==> src/rtl/pin_entry.sv <==
// pin_entry: keypad PIN assembly, submit/check window and per-session attempt lockout.
module pin_entry #(
   parameter int PASSWORD_WIDTH = 16,
   parameter int MAX_TRIES      = 3,
   parameter int CHECK_LAT      = 4
) (
   input  logic                      clk,
   input  logic                      rst,
   input  logic                      card_in,
   input  logic                      key_valid,
   input  logic [3:0]                key_code,
   input  logic                      wrong_psw,
   output logic [PASSWORD_WIDTH-1:0] password_input,
   output logic                      psw_submit,
   output logic [2:0]                digit_count,
   output logic [1:0]                tries_left,
   output logic                      accepted,
   output logic                      card_locked,
   output logic                      key_err
);
   localparam int ND = PASSWORD_WIDTH / 4;
   localparam int CW = (CHECK_LAT > 1) ? $clog2(CHECK_LAT) : 1;
   typedef enum logic [2:0] {S_IDLE, S_ENTRY, S_CHECK, S_ACC, S_LOCK} state_t;
   state_t                    r_state;
   logic [PASSWORD_WIDTH-1:0] r_buf;
   logic [PASSWORD_WIDTH-1:0] r_pw;
   logic [2:0]                r_cnt;
   logic [1:0]                r_tries;
   logic [CW-1:0]             r_win;
   logic                      r_submit;
   logic                      r_acc;
   logic                      r_lock;
   logic                      r_kerr;
   always_ff @(posedge clk) begin
      if (rst || !card_in) begin
         r_state  <= S_IDLE;
         r_buf    <= '0;
         r_pw     <= '0;
         r_cnt    <= '0;
         r_tries  <= '0;
         r_win    <= '0;
         r_submit <= 1'b0;
         r_acc    <= 1'b0;
         r_lock   <= 1'b0;
         r_kerr   <= 1'b0;
      end else begin
         r_submit <= 1'b0;
         r_kerr   <= 1'b0;
         case (r_state)
            S_IDLE: begin
               r_state <= S_ENTRY;
               r_tries <= 2'(MAX_TRIES);
            end
            S_ENTRY: if (key_valid) begin
               if (key_code <= 4'd9) begin
                  if (r_cnt < 3'(ND)) begin
                     r_buf <= {r_buf[PASSWORD_WIDTH-5:0], key_code};
                     r_cnt <= r_cnt + 3'd1;
                  end else r_kerr <= 1'b1;
               end else if (key_code == 4'hA) begin
                  r_buf <= '0;
                  r_cnt <= '0;
               end else if (key_code == 4'hB) begin
                  if (r_cnt != 3'd0) begin
                     r_buf <= r_buf >> 4;
                     r_cnt <= r_cnt - 3'd1;
                  end else r_kerr <= 1'b1;
               end else if (key_code == 4'hE) begin
                  if (r_cnt == 3'(ND)) begin
                     r_pw     <= r_buf;
                     r_submit <= 1'b1;
                     r_win    <= '0;
                     r_state  <= S_CHECK;
                  end else r_kerr <= 1'b1;
               end else r_kerr <= 1'b1;
            end
            S_CHECK: begin
               r_kerr <= key_valid;
               // a mismatch on the last window cycle still beats expiry
               if (wrong_psw) begin
                  r_tries <= r_tries - 2'd1;
                  r_buf   <= '0;
                  r_cnt   <= '0;
                  r_pw    <= '0;
                  r_state <= (r_tries == 2'd1) ? S_LOCK : S_ENTRY;
                  r_lock  <= (r_tries == 2'd1);
               end else if (r_win == CW'(CHECK_LAT - 1)) begin
                  r_state <= S_ACC;
                  r_acc   <= 1'b1;
               end else r_win <= r_win + 1'b1;
            end
            default: r_kerr <= key_valid;
         endcase
      end
   end
   assign password_input = r_pw;
   assign psw_submit     = r_submit;
   assign digit_count    = r_cnt;
   assign tries_left     = r_tries;
   assign accepted       = r_acc;
   assign card_locked    = r_lock;
   assign key_err        = r_kerr;
endmodule

==> config.mk <==
export PLATFORM = sky130hd
export DESIGN_NAME = pin_entry
export DESIGN_NICKNAME = d
export VERILOG_FILES = /design/src/rtl/pin_entry.sv
export SDC_FILE = /design/constraint.sdc
export NUM_CORES = 1
export LEC_CHECK = 0
export ABC_AREA = 0
export CAP_MARGIN = 20
export CORE_ASPECT_RATIO = 0.7
export CORE_MARGIN = 5
export CORE_UTILIZATION = 53
export DETAILED_ROUTE_END_ITERATION = 8
export GPL_ROUTABILITY_DRIVEN = 0
export PLACE_DENSITY = 0.9
export SYNTH_ARGS = -nofsm -noshare
export SYNTH_HDL_FRONTEND = slang
export SYNTH_SLANG_ARGS = --single-unit
==> constraint.sdc <==
create_clock -name clk -period 2.3 [get_ports clk]
set_input_delay 0.575 -clock clk [delete_from_list [all_inputs] [get_ports clk]]
set_output_delay 0.575 -clock clk [all_outputs]
set_load 0.1 [all_outputs]
==> out/summary.txt, run 1 <==
Outcome - finished clean
Register area share after synthesis - 0.421
Clock Sinks - 46
Total number of vias - 2027
# resized after CTS - 0
First-pass GRT wire length - 9.18 mm
Final Hold Viols - 0
Pin count of the biggest net entering global routing - 17
Area delta synth->final - 23.0%
1st-pass router iterations - 7
Ys async rst share - 0
Final setup margin - 0.267 ns
Synth cell types - 48
Tmin final - 2.03 ns
DRT iter0 DRCs - 307
Worst skew pair latency - 0.31 ns
Via-per-instance ratio - 6.20
Core area - 3950 µm²
Number of hold buffers added after cts - 0
Cells after Synth - 231
Final worst path period share - 0.884
Number of CTS-inserted buffers - 5
Root buf cell - clkbuf_8
# setup viols final - 0
VDD IR-drop max - 0.466 mV
Main synth FF type - dfxtp_1
Diodes inserted - 0
CP max FO - 7
Antenna violations before repair - 0
CTS H-Tree Depth - 2
Setup crit end kind - flop
Crit path required time - 2.55 ns
Kind of critical path - in2reg
Max Root-Sink Buffers - 2
Worst-case clock skew - 0.00576 ns
Syn. warnings - 0
Port Buffers - 33
DIE AREA - 5540 µm²
WP data arrival - 2.28 ns
TNS Setup - 0 ns
Startpoint Class - input port
DRC - 0
GR Util All Layers - 0.207
Placed wire-length estimate - 4.13 mm
Peak Freq - 492 MHz
Area after DPL - 2600 µm²
NumNets Final - 288
Die Wd - 86.8 µm
Slew HR - 0.510
Pwr dens - 548 nW/µm²
Remaining antenna violation count - 0
GRT Residual Overflow - 0
Max Cap Viol - 0
Die H - 63.8 µm
Synthesized cell area - 2190 µm²
Number of flops mapped to enable cells by yosys - 0
Syn_area_per_cell - 9.48 µm²
Total Routed Length - 5.58 mm
Unrepaired setup endpoints after global routing - false
Vias in the first global route - 1806
Type of the worst min-delay path - reg2reg
Leakage - 1.05 nW
CTS tree - yes
Slew Limit Fails - 0
Worst-Margin Slew - 0.736 ns
Syn_nets - 245
Layout cell share with drive strength beyond 1 - 0.244
Cell row count - 19
I/O Pins - 34
# Post-CTS Setup Buffers - 0
Post-Place Setup Slack - -0.0619 ns
Reg clk slew, reported paths - 0.08 ns
Initial Utilization - 0.555
Design area - 2690 µm²
Per-cell routed wire length - 17.1 µm
Yosys reg bits - 46
Overall power - 0.00147 W
[cell families (layout without fill, tap and decap cells)]
logic type      after synthesis  count (layout)  synth area share
flops                        46              46             0.421
mux                           5               5            0.0229
compound gates               89              89             0.294
buf+inv                      28              72            0.0703
fa+ha+maj                     5               5            0.0286
simple gates                 58              58             0.164
[metal layers]
metal,GRT usage,wire length [µm],up-vias
met5,0,0,-
met4,0.0447,57,0
met3,0.0462,508,10
met2,0.290,2290,100
met1,0.321,2730,947
li1,-,-,970
[through the flow]
stage / cells / hold WS [ns] / utilization
floorplan: 231 / 0.438 / -
global placement: 319 / 0.450 / 0.659
detailed placement: 319 / 0.458 / 0.659
CTS: 327 / 0.479 / 0.682
global route: 327 / 0.500 / 0.682
finish: 327 / 0.479 / 0.682
[placed cells by master (no fill, tap or decap), types with 3 or more instances in the layout]
cell	instances
buf_4	46
dfxtp_1	44
a21oi_1	22
a22o_1	17
nand4_1	12
nand2_1	11
o21ai_0	11
o21ai_1	10
nor2_1	9
a32o_1	9
inv_1	8
clkdlybuf4s50_1	8
nand3_1	5
mux2i_1	5
ha_1	5
clkbuf_8	5
and3_1	4
nor2b_1	3
a31oi_1	3
[state kept, by name, indices dropped and copies added (netlist names), 2 cells and up]
name / cells
password_input: 16
r_state: 3
tries_left: 2
r_buf: 16
r_win: 2
digit_count: 3
[synthesized netlist by cell type (5+ instances only)]
| master | n | area share |
|---|---|---|
| a21oi_1 | 22 | 0.050 |
| a22o_1 | 17 | 0.068 |
| a32o_1 | 9 | 0.041 |
| buf_2 | 5 | 0.011 |
| clkbuf_1 | 7 | 0.012 |
| dfxtp_1 | 46 | 0.42 |
| ha_1 | 5 | 0.029 |
| inv_1 | 8 | 0.014 |
| mux2i_1 | 5 | 0.023 |
| nand2_1 | 11 | 0.019 |
| nand3_1 | 5 | 0.011 |
| nand4_1 | 12 | 0.034 |
| nor2_1 | 9 | 0.015 |
| o21ai_0 | 11 | 0.025 |
| o21ai_1 | 10 | 0.023 |
[worst max-delay path, stage by stage]
cell and delay (ns):
clkdlybuf4s50_1 0.51, o21ai_2 0.34, buf_4 0.22, a21oi_1 0.07, a2111oi_0 0.43, a31o_1 0.14
[layout make-up]
class	count	area, µm²
Inverter	8	30.0
Fill cell	326	1250
Tap cell	52	65.1
Clock buffer	5	68.8
Multi-Input combinational cell	157	1110
Sequential cell	46	923
Clock inverter	3	25.0
Timing Repair Buffer	56	465
[where the power goes]
group	total [W]	leakage (nW)	switching, W	internal (W)
logic	0.000157	0.630	0.0000974	0.0000596
registers	0.000806	0.372	0.00000628	0.000800
clock network	0.000511	0.0447	0.000291	0.000219
total	0.00147	1.05	0.000395	0.00108
[path summary, 6_finish.rpt]
kind              cells past startpoint                      from                             end  slack, ns
setup / recovery                      6               key_code[1]     digit_count[2]$_SDFFE_PP0P_       0.27
hold / removal                        2  card_locked$_SDFFE_PP0P_        card_locked$_SDFFE_PP0P_       0.48
setup reg to reg                      4   r_state[2]$_SDFFE_PP0P_  password_input[7]$_SDFFE_PP0P_       0.30
hold reg to reg                       2  card_locked$_SDFFE_PP0P_        card_locked$_SDFFE_PP0P_       0.48
Note: power is estimated with default switching activity, not from simulation.
==> run 2, diff against run 1 <==
--- a/config.mk
+++ b/config.mk
@@ -16,3 +16,4 @@
 export SYNTH_ARGS = -nofsm -noshare
 export SYNTH_HDL_FRONTEND = slang
 export SYNTH_SLANG_ARGS = --single-unit
+export TNS_END_PERCENT = 10
==> results of run 2 <==
No change in the layout: final DEF, timing and power equal those of run 1.
==> run 3, diff against run 2 <==
--- a/config.mk
+++ b/config.mk
@@ -9,10 +9,11 @@
 export CAP_MARGIN = 20
 export CORE_ASPECT_RATIO = 0.7
 export CORE_MARGIN = 5
-export CORE_UTILIZATION = 53
+export CORE_UTILIZATION = 62
 export DETAILED_ROUTE_END_ITERATION = 8
+export DONT_BUFFER_PORTS = 1
 export GPL_ROUTABILITY_DRIVEN = 0
-export PLACE_DENSITY = 0.9
+export PLACE_DENSITY = 0.89
 export SYNTH_ARGS = -nofsm -noshare
 export SYNTH_HDL_FRONTEND = slang
 export SYNTH_SLANG_ARGS = --single-unit
==> out/summary.txt, run 3 (synthesized netlist as in run 1, its figures left out) <==
Outcome - finished clean
Area delta synth->final - 13.8%
GRT Residual Overflow - 0 (unchanged)
Layout cell share with drive strength beyond 1 - 0.206 (-0.0373)
R2R Path End - r_buf[0]$_SDFFE_PP0P_
# Post-CTS Setup Buffers - 0 (unchanged)
I/O Pins - 34 (unchanged)
Per-cell routed wire length - 18.9 µm (+11%)
Worst-Margin Slew - 0.612 ns (-0.124 ns)
R2R Setup Slk - 0.25 ns (-0.05 ns)
Commonest non-fill, non-tap cells in the layout - dfxtp_1, buf_4, a21oi_1, a22o_1, nand4_1
VDD IR-drop max - 0.542 mV (+16%)
Crit path launch - r_state[1]$_SDFFE_PP0P_
Antenna violations before repair - 0 (unchanged)
WP data arrival - 2.23 ns (-0.05 ns)
Root buf cell - clkbuf_8
Clock Sinks - 46 (unchanged)
Remaining antenna violation count - 0 (unchanged)
Total Routed Length - 5.71 mm (+2.3%)
Kind of critical path - reg2reg
# resized after CTS - 0 (unchanged)
Setup crit end kind - flop
Reg clk slew, reported paths - 0.08 ns (about the same)
Worst-case clock skew - 0.00681 ns (+0.00105 ns)
First-pass GRT wire length - 9.29 mm (+1.3%)
Area after DPL - 2380 µm² (-8.5%)
NumNets Final - 265 (-8.0%)
Via-per-instance ratio - 6.62 (+6.7%)
Type of the worst min-delay path - in2reg
Total number of vias - 1998 (-1.4%)
Design area - 2490 µm² (-7.4%)
Vias in the first global route - 1881 (+4.2%)
DIE AREA - 4840 µm² (-13%)
TNS Setup - 0 ns (unchanged)
Peak Freq - 489 MHz (-0.65%)
DRC - 0 (unchanged)
Die H - 59.7 µm (-6.4%)
Slew HR - 0.592 (+0.0826)
Commonest non-fill, non-tap cell in the layout - dfxtp_1
CP max FO - 16 (+9)
Placed wire-length estimate - 3.89 mm (-5.8%)
Pwr dens - 614 nW/µm² (+12%)
DRT iter0 DRCs - 412 (+34%)
Critical Path Sink - r_buf[0]$_SDFFE_PP0P_
Final worst path period share - 0.890 (+0.00576)
Diodes inserted - 0 (unchanged)
Tmin final - 2.05 ns (+0.0133 ns)
Final Core Density - 0.719 (+0.0363)
Number of hold buffers added after cts - 0 (unchanged)
GR Util All Layers - 0.252 (+0.0452)
Die Wd - 81.0 µm (-6.7%)
CTS tree - yes
Crit path required time - 2.48 ns (-0.07 ns)
Max Root-Sink Buffers - 2 (unchanged)
Port Buffers - 0 (-100%)
Final Hold Viols - 0 (unchanged)
Number of CTS-inserted buffers - 5 (unchanged)
Max Cap Viol - 0 (unchanged)
Slew Limit Fails - 0 (unchanged)
Worst R2R Path Depth - 4 (unchanged)
Cell row count - 18 (-1)
1st-pass router iterations - 8 (+1)
Worst R2R Start - r_state[1]$_SDFFE_PP0P_
# setup viols final - 0 (unchanged)
Initial Utilization - 0.631 (+0.0765)
Unrepaired setup endpoints after global routing - false
Worst skew pair latency - 0.31 ns (about the same)
Pin count of the biggest net entering global routing - 24 (+7)
Leakage - 0.943 nW (-9.9%)
Startpoint Class - flop
CTS H-Tree Depth - 2 (unchanged)
Fill cell count - 276 (-15%)
Core area - 3470 µm² (-12%)
-- run 3: cell count changes in the layout (fill, tap and decap cells not counted), sizes merged --
cell,before,now
clkinvlp,1,2
inv,9,8
bufinv,0,1
buf,48,33
clkdlybuf4s50,8,0
clkinv,1,0
-- run 3: through the flow --
stage	hold WS, ns	total power, W	std cells	setup WS [ns]
5_1_grt	0.413	0.00158	302	0.153
3_5_place_dp	0.462	0.000938	294	0.379
3_3_place_gp	0.451	0.000935	294	0.420
4_1_cts	0.415	0.00153	302	0.311
2_1_floorplan	0.438	0.000920	231	0.0774
6_report	0.414	0.00153	302	0.254
-- run 3: how the worst min path moves through the flow --
stage / cells after the start / from / slack (ns) / endpoint
3_3_place_gp: 2 / accepted$_SDFFE_PP0P_ / 0.45 / accepted$_SDFFE_PP0P_
4_1_cts: 1 / key_valid / 0.42 / key_err$_SDFF_PP0_
5_1_grt: 1 / key_valid / 0.41 / key_err$_SDFF_PP0_
6_report: 1 / key_valid / 0.41 / key_err$_SDFF_PP0_
3_5_place_dp: 2 / accepted$_SDFFE_PP0P_ / 0.46 / accepted$_SDFFE_PP0P_
2_1_floorplan: 2 / r_win[1]$_SDFFE_PP0P_ / 0.44 / r_win[1]$_SDFFE_PP0P_
-- run 3: worst max-delay path: stages (launching register included) --
cell       delay (ns)
dfxtp_1          0.58
nand4bb_1        0.46
a32o_2           0.52
o21ai_0          0.25
a21oi_1          0.12
-- run 3: routing by layer --
| layer | routed length [µm] | vias up | share of wire | GRT usage |
|---|---|---|---|---|
| met2 | 2470 | 138 | 0.43 | 0.371 |
| met3 | 589 | 17 | 0.10 | 0.0678 |
| met5 | 0 | - | 0 | 0 |
| li1 | - | 917 | - | - |
| met1 | 2570 | 926 | 0.45 | 0.361 |
| met4 | 88 | 0 | 0.015 | 0.0771 |
-- run 3: power breakdown --
part | internal, W | total [W] | switching [W]
registers | 0.000800 | 0.000804 | 0.00000420
logic | 0.0000359 | 0.000119 | 0.0000836
clock network | 0.000323 | 0.000606 | 0.000283
-- run 3: layout make-up --
type | instances | area [µm²] | area share
timing repair buffer | 33 | 248 | 0.0994
tap | 50 | 62.6 | 0.0251
clock buffer | 5 | 68.8 | 0.0276
clock inverter | 3 | 45.0 | 0.0181
inverter | 8 | 30.0 | 0.0120
sequential | 46 | 923 | 0.370
multi-input combinational | 157 | 1110 | 0.447
